--- src/rtl/ram_access_unit.sv ---
// Data RAM plus load/store FSM for WRITE_RAM_OP (0x91) and READ_RAM_OP (0x92); done two cycles after accept.
// Defining RAM_BOUNDS_CHECK_EN allows DEPTH < 2**ADDR_W, and an out-of-range access then pulses fault.
module ram_access_unit #(
  parameter int DATA_WIDTH = 16,
  parameter int ADDR_W     = 8,
  parameter int DEPTH      = 256
) (
  input  logic                  clk,
  input  logic                  reset,
  input  logic [15:0]           opcode,
  input  logic                  start,
  input  logic [ADDR_W-1:0]     mem_addr,
  input  logic [DATA_WIDTH-1:0] reg_read_data,
  output logic [DATA_WIDTH-1:0] reg_write_data,
  output logic                  reg_write_en,
  output logic                  busy,
  output logic                  done,
  output logic                  fault
);

  localparam logic [7:0] WRITE_RAM_OP = 8'h91;
  localparam logic [7:0] READ_RAM_OP  = 8'h92;

  typedef enum logic [2:0] {
    S_IDLE,
    S_RD,
    S_RD_WB,
    S_WR,
    S_DONE
  } state_t;

  state_t                  state_q, state_d;
  logic [ADDR_W-1:0]       addr_q, addr_d;
  logic [DATA_WIDTH-1:0]   wdata_q, wdata_d;
  logic [DATA_WIDTH-1:0]   rdata_q, rdata_d;
  logic                    is_store, is_load, accept;
  logic                    oob;
  logic                    ram_we;
  logic [DATA_WIDTH-1:0]   ram [DEPTH];

  // Only the high opcode byte selects the operation.
  logic unused_opcode_lo;
  assign unused_opcode_lo = ^opcode[7:0];

  assign is_store = (opcode[15:8] == WRITE_RAM_OP);
  assign is_load  = (opcode[15:8] == READ_RAM_OP);
  assign accept   = (state_q == S_IDLE) && start && (is_store || is_load);

`ifdef RAM_BOUNDS_CHECK_EN
  logic oob_q;

  always_ff @(posedge clk or posedge reset) begin
    if (reset) begin
      oob_q <= 1'b0;
    end else if (accept) begin
      oob_q <= ({1'b0, mem_addr} >= (ADDR_W+1)'(DEPTH));
    end
  end

  assign oob = oob_q;
`else
  assign oob = 1'b0;
`endif

  always_comb begin
    state_d      = state_q;
    addr_d       = addr_q;
    wdata_d      = wdata_q;
    rdata_d      = rdata_q;
    ram_we       = 1'b0;
    reg_write_en = 1'b0;
    done         = 1'b0;
    busy         = (state_q != S_IDLE);
    case (state_q)
      S_IDLE: begin
        if (accept) begin
          addr_d = mem_addr;
          if (is_store) begin
            wdata_d = reg_read_data;
            state_d = S_WR;
          end else begin
            state_d = S_RD;
          end
        end
      end
      S_RD: begin
        if (!oob) begin
          rdata_d = ram[addr_q];
        end
        state_d = S_RD_WB;
      end
      S_RD_WB: begin
        reg_write_en = !oob;
        done         = 1'b1;
        state_d      = S_IDLE;
      end
      S_WR: begin
        ram_we  = !oob;
        state_d = S_DONE;
      end
      S_DONE: begin
        done    = 1'b1;
        state_d = S_IDLE;
      end
      default: state_d = S_IDLE;
    endcase
    fault = done & oob;
  end

  always_ff @(posedge clk or posedge reset) begin
    if (reset) begin
      state_q <= S_IDLE;
      addr_q  <= '0;
      wdata_q <= '0;
      rdata_q <= '0;
    end else begin
      state_q <= state_d;
      addr_q  <= addr_d;
      wdata_q <= wdata_d;
      rdata_q <= rdata_d;
    end
  end

  // The write strobe comes from the async-reset state, so a reset before the write edge drops the store.
  always_ff @(posedge clk) begin
    if (ram_we) begin
      ram[addr_q] <= wdata_q;
    end
  end

  assign reg_write_data = rdata_q;

endmodule

--- config.mk ---
export PLATFORM = sky130hd
export DESIGN_NAME = ram_access_unit
export DESIGN_NICKNAME = d
export VERILOG_FILES = /design/src/rtl/ram_access_unit.sv
export SDC_FILE = /design/constraint.sdc
export NUM_CORES = 2
export LEC_CHECK = 0
export BUFFER_PORTS_ARGS = -buffer_cell sky130_fd_sc_hd__clkbuf_2
export CORE_UTILIZATION = 60
export DETAILED_ROUTE_END_ITERATION = 10
export PLACE_DENSITY_LB_ADDON = 0.12
export SLEW_MARGIN = 5
export SYNTH_ARGS = -nofsm -noshare
export SYNTH_HDL_FRONTEND = slang
export SYNTH_SLANG_ARGS = --single-unit
--- constraint.sdc ---
create_clock -name clk -period 5.4 [get_ports clk]
set_input_delay 1.35 -clock clk [delete_from_list [all_inputs] [get_ports clk]]
set_output_delay 1.35 -clock clk [all_outputs]
set_load 0.02 [all_outputs]
Word-level counts from Yosys, hierarchy flattened

Memories as Yosys holds them, arrays and structs flattened. A register that Yosys moved wholly into a read port is not among the register bits.
Cells that the tools add are included.

Register bits: 27
Bits in latches: 0
Memory bits (writable): 4,096
Memory bits (read-only): 0
Bits of input ports: 43
Output and inout port bits: 20
Word-level logic and storage cells: 27
Memories kept: 1

Memories:

| name | words | bits a word | rd ports | clocked after memory_dff | write ports | line | source |
|---|---|---|---|---|---|---|---|
| ram  | 256   | 16          | 1        | 1                        | 1           | 39   | `logic [DATA_WIDTH-1:0] ram [DEPTH];` |

Add/subtract/negate cells: 0
Multipliers: 0
Divide/modulo/power cells: 0
Magnitude comparators: 0
Equal/unequal tests: 7
Shift operators: 0
Muxes and demuxes: 8
Bitwise gates (word level): 0
Reduce and logical (&&, ||, !) cells: 8

Operator list:

| kind                                                                  | count |
|---|---|
| 8-bit equality test, second input constant                            | 2 |
| 3-bit case mux with 3 select lines                                    | 1 |
| 3-bit by 2-bit equality test with 1-bit output, second input constant | 2 |
| 1-bit two-way mux                                                     | 5 |
| 3-bit by 1-bit equality test with 1-bit output, second input constant | 1 |
| 3-bit equality test, second input constant                            | 1 |
| 3-bit zero test                                                       | 1 |
| 3-bit two-way mux                                                     | 1 |
| 3-bit AND reduction                                                   | 1 |
| 3-bit nonzero test                                                    | 1 |
| 1-bit logical AND                                                     | 2 |
| 2-bit two-way mux                                                     | 1 |
| 2-bit inequality test, second input constant                          | 1 |
| 2-bit AND reduction                                                   | 1 |
| 2-bit OR reduction                                                    | 1 |
| 1-bit logical OR                                                      | 1 |

Depth between registers and ports, before layout

Word-level depth: 5
Gate-level depth with buffers: 13
Gate-level depth less buffers: 7

Worst setup path after synthesis

OpenSTA, ideal clock, no wires.

Path kind: reg2reg
Start: register wdata_q[0]
End: memory ram[0][0] (data pin)
Library setup time: 0.803 ns
Arrival time: 3.179 ns
Required time: 4.597 ns
Slack: 1.418 ns
Cell stages (with the launch flop): 1
Buffers on the path: 0
Clock period less this slack: 3.982 ns
Cells stage by stage: dfrtp_1

RTL lines:

| what                   | line | source |
|---|---|---|
| start, declared        | 34   | `logic [DATA_WIDTH-1:0] wdata_q, wdata_d;` |
| start signal, assigned | 119  | `wdata_q <= wdata_d;` |
| end, declared          | 39   |  |

Straight into the memory's write port.

==> impl_metrics.ini <==
[power_and_ir_drop]
power_density_mw_per_mm2 = 375.7
power_switching_w = 0.01465
internal_power_w = 0.05236
switching_share = 0.2187
combPwrFrac = 0.062
peakVddDrop_mv = 0.2826
seqPwrFrac = 0.530
pwr-share-clk = 0.407
leakage_nw = 55.18

[yosys]
yosys-top-cells-count = 4096 x edfxtp_1, 967 x mux4_2, 298 x nor2_1
syn_inst = 7129
synth.most_common_cell = edfxtp_1
yosys.area.top_type = edfxtp_1
ys_ff_latch = 4139
synth_edf_count = 4096
synth_area_mm2 = 0.1586
yosysTopAreaCellShare = 0.7755
ys_async_sr_fraction = 0.01039
syn_area_per_cell_um2 = 22.25
synthFlopType = edfxtp_1
synth.area.top_cells = edfxtp_1 78%, mux4_2 14%, mux2i_1 1.7%, nor2_1 0.71%, dfrtp_1 0.68%
synth_cell_types = 69
yosys_warnings = 0
yosysSeqAreaShare = 0.7823
synth_nets = 7172

[worst_setup_path]
path_max_fanout = 43
reg2reg_depth = 8
arrival_ns = 5.11
slowest_stage = dfrtp_4
reg2reg_from = addr_q[0]$_DFFE_PP0P_
path_cells = buf_12 -> buf_4 -> mux4_2 -> mux2i_1 -> a32o_1 -> a221oi_1 -> a21oi_1 -> a41oi_1
critPathCaptureType = flop
required_ns = 6.20
critPathKind = flop to flop
startpoint_type = flop
reg2reg_slack_ns = 1.09
critPathMaxStageDelay_ns = 1.11
regToRegEndpoint = reg_write_data[4]$_DFFE_PP0N_

[sta]
slew_headroom = 0.02102
tightestPinTransition_ns = 1.468
finClkSkew_ns = 0.05736
setup_violations = 0
tns_ns = 0
finalCritPeriodShare = 0.7988
fmax_mhz = 231.8
maxSlewViolCount = 0
min_period_ns = 4.313
rsz0062_at_grt = no
hold_viol_final = 0
timing.hold.ws_ns = 0.6550

[detailed_routing]
drtPass1Iterations = 6
via_per_inst = 6.885
ant_nets = 0
wl_met3_um = 44000
wl_met1_um = 157100
wl_um = 414200
highest_layer = met5
num_vias = 79400
drt_iter0_markers = 11410
drc = 0
dr_wl_met2_um = 193800
wl_per_cell_um = 35.91

[cts]
post_cts_buffers = 0
cts_tree = yes
cts_resized = 0
clk_latency_ns = 0.94
cts_buffers = 409
clk_pin_slew_worst_paths_ns = 0.06
cts_hold_buf = 0
cts-root-buf = clkbuf_16
cts_buffer_depth = 4
cts_htree_levels = 5
cts_sinks = 4139

[grt]
first_global_vias = 77980
grt_usage = 0.3144
antenna_found_initial = 15
grt_pass1_wl_um = 583800
grt-ovfl-total = 0
grt_max_degree = 194

[die]
io_pins = 63
die-area_mm2 = 0.2664
row_count = 188
core_area_mm2 = 0.2625
die_h_um = 516.2
start_util = 0.6042
die_w_um = 516.2

[min_path]
hold_class = input port to asynchronous set/reset pin

[flow_run]
max_cap_viol_count = 0

[cells_and_area]
multi_input_area_mm2 = 0.03236
nets = 7721
nFillCells = 16330
syn2layout_area_growth_pct = 12.46
ff_latch_area_mm2 = 0.1242
drive_gt1_frac = 0.2751

[run_status]
status = complete, no violations

[placement]
gp_congestion = 0.8940
dpl.hpwl_um = 248000
portBuffers = 53
==> final cells by class <==
type,count,area share
Antenna cell,18,0.0002525
Clock inverter,225,0.01018
Clock buffer,508,0.06115
Sequential cell,4139,0.6960
Tap cell,3515,0.02466
Timing Repair Buffer,558,0.02611
Inverter,5,0.0001754
Multi-Input combinational cell,2565,0.1814
==> logic make-up (layout without fill, tap and decap cells) <==
kind of cell              count (synthesis)  in the layout  share of synthesized area
buffers and inverters                   425           1296                    0.01500
AOI/OAI and AO/OA                       549            549                    0.02561
xor gates and xnor gates                  1              1                 0.00005523
muxes                                  1266           1266                     0.1564
DFF                                    4139           4139                     0.7823
and+or+nand+nor                         748            748                    0.02066
other                                     1             19                 0.00002364
==> per-stage QoR <==
stage	power (W)	setup WS (ns)	cell area (µm²)	utilization	instances
2_1_floorplan	0.03869	1.418	158600	-	7129
3_3_place_gp	0.04029	1.127	165600	0.6308	10780
3_5_place_dp	0.04035	1.109	165600	0.6308	10780
4_1_cts	0.06724	1.070	178300	0.6793	11520
5_1_grt	0.06860	0.8166	178300	0.6793	11520
6_report	0.06701	1.087	178400	0.6795	11530
==> worst max path at each step <==
| stage | startpoint | endpoint | slack [ns] | cells after the start |
|---|---|---|---|---|
| floorplan | wdata_q[0]$_DFFE_PP0P_ | ram[0][0]$_DFFE_PP_ | 1.42 | 0 |
| global placement | addr_q[0]$_DFFE_PP0P_ | reg_write_data[4]$_DFFE_PP0N_ | 1.13 | 8 |
| detailed placement | addr_q[0]$_DFFE_PP0P_ | reg_write_data[4]$_DFFE_PP0N_ | 1.11 | 8 |
| CTS | addr_q[0]$_DFFE_PP0P_ | reg_write_data[4]$_DFFE_PP0N_ | 1.07 | 8 |
| global route | addr_q[0]$_DFFE_PP0P_ | reg_write_data[4]$_DFFE_PP0N_ | 0.82 | 8 |
| finish | addr_q[0]$_DFFE_PP0P_ | reg_write_data[4]$_DFFE_PP0N_ | 1.09 | 8 |
==> registers in the layout (all words and copies together), names as in the netlist <==
register and flops:
ram 4096, reg_write_data 16, wdata_q 16, addr_q 8, state_q 3
==> placed cells by master, fill, tap and decap left out, types with 12 or more instances in the layout <==
cell type and n:
clkbuf_1 79, a221oi_1 36, nor3_1 37, a31oi_1 34, dfrtp_1 19, o22ai_1 133, nand2_1 197, mux4_2 967
diode_2 18, buf_12 48, bufinv_16 26, o21ai_0 27, nand2_2 17, o221ai_1 37, buf_4 457, clkbuf_16 418
edfxtp_1 4096, mux2i_1 272, clkbuf_2 53, clkinvlp_4 12, o22a_1 36, a32oi_1 31, a21oi_1 33, mux2_2 27
nand3_1 96, or3_1 14, nor2_1 271, clkinv_1 106, a22oi_1 98, clkinv_2 63, nor2_2 25, nand4_1 19
dfrtp_4 20
==> routing by layer <==
layer  vias to the layer above  GRT usage
li1                      31410          -
met1                     42240     0.4490
met2                      4937     0.4779
met3                       812    0.06662
met4                         8     0.1342
met5                         -          0
==> power groups by stage <==
| stage | Sequential [W] | Combinational, W | Clock, W |
|---|---|---|---|
| after floorplan | 0.0363 | 0.00239 | 0 |
| after global placement | 0.0362 | 0.00409 | 0 |
| after detailed placement | 0.0362 | 0.00414 | 0 |
| after CTS | 0.0355 | 0.00416 | 0.0276 |
| after global routing | 0.0355 | 0.00432 | 0.0288 |
| final | 0.0355 | 0.00417 | 0.0273 |
==> critical path, delay by kind of cell, from the launching register on <==
family,cells,cell delay (ns)
compound gates,4,1.52
buf+inv,2,1.05
mux,2,0.44
flops,1,1.11
No activity file was read; power rests on OpenSTA's default activity.
